$ cat src/rtl/flag_cond_unit_pkg.sv
// Shared condition-code definitions for the flag/condition stage.
// Holds the ARM cond encodings, NZCV bit positions and the cond type.
package flag_cond_unit_pkg;

  typedef logic [3:0] cond_t;

  localparam cond_t COND_EQ = 4'h0;
  localparam cond_t COND_NE = 4'h1;
  localparam cond_t COND_CS = 4'h2;
  localparam cond_t COND_CC = 4'h3;
  localparam cond_t COND_MI = 4'h4;
  localparam cond_t COND_PL = 4'h5;
  localparam cond_t COND_VS = 4'h6;
  localparam cond_t COND_VC = 4'h7;
  localparam cond_t COND_HI = 4'h8;
  localparam cond_t COND_LS = 4'h9;
  localparam cond_t COND_GE = 4'hA;
  localparam cond_t COND_LT = 4'hB;
  localparam cond_t COND_GT = 4'hC;
  localparam cond_t COND_LE = 4'hD;
  localparam cond_t COND_AL = 4'hE;
  localparam cond_t COND_NV = 4'hF;

  localparam int FLAG_N = 3;
  localparam int FLAG_Z = 2;
  localparam int FLAG_C = 1;
  localparam int FLAG_V = 0;

endpackage

$ cat src/rtl/cond_eval.sv
// Combinational ARM condition decode.
// pass = 1 when cond holds against the supplied NZCV flags.
module cond_eval
  import flag_cond_unit_pkg::*;
(
  input  cond_t      cond,
  input  logic [3:0] nzcv,
  output logic       pass
);

  logic n;
  logic z;
  logic c;
  logic v;

  assign n = nzcv[FLAG_N];
  assign z = nzcv[FLAG_Z];
  assign c = nzcv[FLAG_C];
  assign v = nzcv[FLAG_V];

  // decode the condition field against the flags
  always_comb begin
    pass = 1'b0;
    unique case (cond)
      COND_EQ: pass = z;
      COND_NE: pass = !z;
      COND_CS: pass = c;
      COND_CC: pass = !c;
      COND_MI: pass = n;
      COND_PL: pass = !n;
      COND_VS: pass = v;
      COND_VC: pass = !v;
      COND_HI: pass = c & !z;
      COND_LS: pass = !c | z;
      COND_GE: pass = (n == v);
      COND_LT: pass = (n != v);
      COND_GT: pass = !z & (n == v);
      COND_LE: pass = z | (n != v);
      COND_AL: pass = 1'b1;
      COND_NV: pass = 1'b0;
    endcase
  end

endmodule

$ cat src/rtl/flag_cond_unit.sv
// Flag/condition stage: evaluates cond vs CPSR, updates flags, forwards.
// Optional COND_STATS_EN builds saturating exec/skip counters.
module flag_cond_unit
  import flag_cond_unit_pkg::*;
#(
  parameter int DATA_W = 32
) (
  input  logic              clk,
  input  logic              rst_n,
  input  logic              in_valid,
  output logic              in_ready,
  input  logic [DATA_W-1:0] alu_out,
  input  logic [3:0]        alu_nzcv,
  input  logic              s_bit,
  input  cond_t             cond,
  input  logic [3:0]        rd,
  input  logic              wb_en,
  input  logic              flush,
  output logic              out_valid,
  input  logic              out_ready,
  output logic [DATA_W-1:0] out_result,
  output logic [3:0]        out_rd,
  output logic              out_wb_en,
  output logic              out_pass,
  output logic [3:0]        cpsr_nzcv,
  output logic [15:0]       exec_cnt,
  output logic [15:0]       skip_cnt
);

  logic accept;
  logic pass;

  assign in_ready = !out_valid | out_ready;
  assign accept   = in_valid & in_ready & !flush;

  cond_eval u_cond_eval (
    .cond (cond),
    .nzcv (cpsr_nzcv),
    .pass (pass)
  );

  // output register: flush wins, then accept, then drain
  always_ff @(posedge clk or negedge rst_n) begin
    if (!rst_n) begin
      out_valid  <= 1'b0;
      out_result <= '0;
      out_rd     <= '0;
      out_wb_en  <= 1'b0;
      out_pass   <= 1'b0;
    end else if (flush) begin
      out_valid  <= 1'b0;
    end else if (accept) begin
      out_valid  <= 1'b1;
      out_result <= alu_out;
      out_rd     <= rd;
      out_wb_en  <= wb_en & pass;
      out_pass   <= pass;
    end else if (out_ready) begin
      out_valid  <= 1'b0;
    end
  end

  // architectural flags: only a passing S-instruction writes them
  always_ff @(posedge clk or negedge rst_n) begin
    if (!rst_n) begin
      cpsr_nzcv <= 4'b0000;
    end else if (accept & pass & s_bit) begin
      cpsr_nzcv <= alu_nzcv;
    end
  end

`ifdef COND_STATS_EN
  logic [15:0] exec_q;
  logic [15:0] skip_q;

  // saturating counts of executed and skipped instructions
  always_ff @(posedge clk or negedge rst_n) begin
    if (!rst_n) begin
      exec_q <= '0;
      skip_q <= '0;
    end else if (accept) begin
      if (pass && exec_q != 16'hFFFF) begin
        exec_q <= exec_q + 16'd1;
      end
      if (!pass && skip_q != 16'hFFFF) begin
        skip_q <= skip_q + 16'd1;
      end
    end
  end

  assign exec_cnt = exec_q;
  assign skip_cnt = skip_q;
`else
  assign exec_cnt = '0;
  assign skip_cnt = '0;
`endif

endmodule
$ cat config.mk
export PLATFORM = sky130hd
export DESIGN_NAME = flag_cond_unit
export DESIGN_NICKNAME = d
export VERILOG_FILES = /design/src/rtl/flag_cond_unit_pkg.sv /design/src/rtl/cond_eval.sv /design/src/rtl/flag_cond_unit.sv
export SDC_FILE = /design/constraint.sdc
export NUM_CORES = 1
export LEC_CHECK = 0
export ABC_AREA = 1
export BUFFER_PORTS_ARGS = -buffer_cell sky130_fd_sc_hd__buf_2
export CAP_MARGIN = 20
export CORE_AREA = 2 2 79 66
export CTS_CLUSTER_DIAMETER = 100
export DETAILED_ROUTE_END_ITERATION = 12
export DIE_AREA = 0 0 81 68
export HOLD_SLACK_MARGIN = 0.15
export PLACE_DENSITY = 0.93
export SYNTH_ARGS = -nofsm -noshare
export SYNTH_HDL_FRONTEND = slang
export SYNTH_SLANG_ARGS = --single-unit
$ cat constraint.sdc
create_clock -name clk -period 3.1 [get_ports clk]
set_input_delay 0.155 -clock clk [delete_from_list [all_inputs] [get_ports clk]]
set_output_delay 0.155 -clock clk [all_outputs]
set_load 0.05 [all_outputs]
==> flow_metrics.py <==
metrics = {
    "clocking": {
        "postCtsSetupRepairBufs": 0,
        "hold_buffers": 43,
        "clk_pin_slew_ps": 70,
        "cts.sinks": 43,
        "cts_resized": 0,
        "clock-root-buffer": "clkbuf_8",
        "clkLatencyLatePin_ps": 280,
        "cts_inserted_buffers": 5,
        "clock_path_buffers": 2,
        "htree_levels": 2,
        "tritoncts": "yes",
    },
    "sta": {
        "hold_violations": 0,
        "rsz0062_at_grt": "false",
        "fin_setup_tns_ps": 0,
        "post-route-min-period_ps": 1740,
        "tightest_slew_ps": 918,
        "slew_violations": 0,
        "whs_ps": 177,
        "fin_skew_ps": 3.22,
        "relSlewSlack_pct": 38.8,
        "final.period_utilization_pct": 56.2,
        "setup_violations": 0,
        "fmax_ghz": 0.574,
    },
    "final_layout": {
        "area_growth_pct": 44.5,
        "seqCellArea_sq_mm": 0.00108,
        "mostFrequentLayoutCell": "nand2_1",
        "diodes": 0,
        "drive_gt1_share_pct": 26.7,
        "nets": 459,
        "num-fill-cells": 406,
        "stdcell_area_sq_mm": 0.00306,
        "multi_input_area_sq_um": 825,
        "layout_common_cells": "147 x nand2_1, 94 x buf_2, 43 x dfrtp_1, 43 x dlygate4sd3_1, 32 x conb_1",
    },
    "synth": {
        "syn_area_per_cell_sq_um": 7.81,
        "synthFlopType": "dfrtp_1",
        "synth_seq_area_share_pct": 50.8,
        "synth_edf_count": 0,
        "synth_seq_cells": 43,
        "synth-async-reset-ratio_pct": 100,
        "yosys_warnings": 0,
        "synthCells": 271,
        "synth.distinct_cells": 18,
        "syn_area_sq_mm": 0.00212,
    },
    "setup_path": {
        "critPathMaxStageDelay_ps": 540,
        "cpMaxStageDelayCell": "dlygate4sd3_1",
        "cp.arrival_ps": 1920,
        "required_ps": 3280,
        "path_delay_family": "buffers and inverters",
        "critPathBufInv": 4,
        "critPathKind": "input port to register",
        "startpoint_type": "input port",
        "crit_top_cell": "nand2_1",
        "critPathMaxFanout": 37,
        "cp-end-kind": "register",
        "path_cells": "dlygate4sd3_1 -> buf_2 -> nor3_4 -> buf_4 -> nand2_1 -> inv_1 -> nand3_4 -> nand2_1 -> nand2_1",
    },
    "route": {
        "wl_per_cell_um": 10.9,
        "drt_iter0_drc": 63,
        "ant_nets": 0,
        "detailroute.via_count": 1989,
        "drc": 0,
        "vias_per_cell": 4.22,
        "firstDrtPassIters": 4,
        "wirelength_um": 5140,
    },
    "placed_design": {
        "dpl-instance-area_sq_mm": 0.00252,
        "place_hpwl_um": 3280,
        "numPortBuffers": 94,
        "gp_congestion": 0.751,
    },
    "die": {
        "dieArea_sq_mm": 0.00551,
        "num_rows": 23,
        "die_x_um": 81,
        "die_y_um": 68,
        "initial_utilization_pct": 44.3,
        "core_sq_mm": 0.00478,
        "ios": 127,
    },
    "global_route": {
        "grt_pass1_wl_um": 8200,
        "grt_use_total_pct": 19.4,
        "antenna_found_initial": 0,
        "grt_pass1_vias": 1899,
        "grt_max_degree": 44,
        "overflow": 0,
    },
    "min_path": {
        "hold_path_class": "input port to register",
    },
    "flow_run": {
        "drv_cap": 0,
    },
    "run_status": {
        "status": "finished, final reports clean",
    },
    "power": {
        "ir_worst_vdd_mv": 0.395,
        "p_per_area_mw_per_mm2": 627,
        "p_leak_nw": 1.81,
    },
}
## kinds of logic after synthesis
kind of cell	Yosys count	synth area share [%]
flip-flops	43	50.8
other	1	0.177
AND/OR/NAND/NOR	165	31.4
AO/OA/AOI/OAI	6	1.60
buffers and inverters	56	16.0
## final timing paths
| check | endpoint | slack, ps | start | cells past startpoint |
|---|---|---|---|---|
| max in group asynchronous | out_result[20] | 1960 | rst_n | 2 |
| min in group asynchronous | out_result[0] | 560 | rst_n | 2 |
| max | cpsr_nzcv[3] | 1360 | flush | 9 |
| min reg2reg | out_result[28] | 470 | out_result[28] | 2 |
| min | cpsr_nzcv[0] | 180 | s_bit | 3 |
| max reg2reg | cpsr_nzcv[3] | 1490 | out_valid | 9 |
## layer usage
metal	up-vias	GRT usage [%]	wire length, um
met5	-	0	0
met4	0	4.45	36
met3	6	5.15	360
met2	73	37.6	2700
met1	888	21.3	2040
li1	1022	-	-
## cells in the mapped netlist, types with 2 or more instances
master / number / area, sq um
a21oi_1: 3 / 15.0
buf_2: 7 / 35.0
buf_4: 32 / 240
dfrtp_1: 43 / 1080
inv_1: 15 / 56.3
nand2_1: 147 / 552
nand3_1: 4 / 20.0
nand4_1: 4 / 25.0
nor2_1: 6 / 22.5
o21ai_1: 2 / 10.0
## registers in the layout (all words and copies together) (netlist names)
signal and flops:
out_pass 1, out_result 32, out_rd 4, out_valid 1, out_wb_en 1, cpsr_nzcv 4
## tightest hold or removal path, delay by kind of cell
kind,cells,cell delay (ps)
simple gates,2,140
buf+inv,1,140
## through the flow
step	power [mW]	setup WS (ps)	instances	util (%)
after floorplan	1.38	1470	302	-
after global placement	1.53	1450	419	52.7
after detailed placement	1.55	1370	419	52.7
after CTS	1.93	1350	470	63.5
after global routing	2.04	1200	471	64.0
final	1.92	1360	471	64.0
## power breakdown
part	total (mW)	switching [mW]	internal, mW	leakage [nW]
Combinational	0.857	0.648	0.209	1.23
Clock	0.335	0.177	0.157	0.0412
Sequential	0.726	0.0689	0.657	0.535
Total	1.92	0.894	1.02	1.81
## final cells by class
| type | count | area share [%] |
|---|---|---|
| Clock buffer | 6 | 2.37 |
| Clock inverter | 2 | 0.409 |
| Inverter | 16 | 1.96 |
| Multi-Input combinational cell | 203 | 27.0 |
| Sequential cell | 43 | 35.2 |
| Tap cell | 62 | 2.54 |
| Timing Repair Buffer | 139 | 30.6 |
No activity file was read; power rests on OpenSTA's default activity.
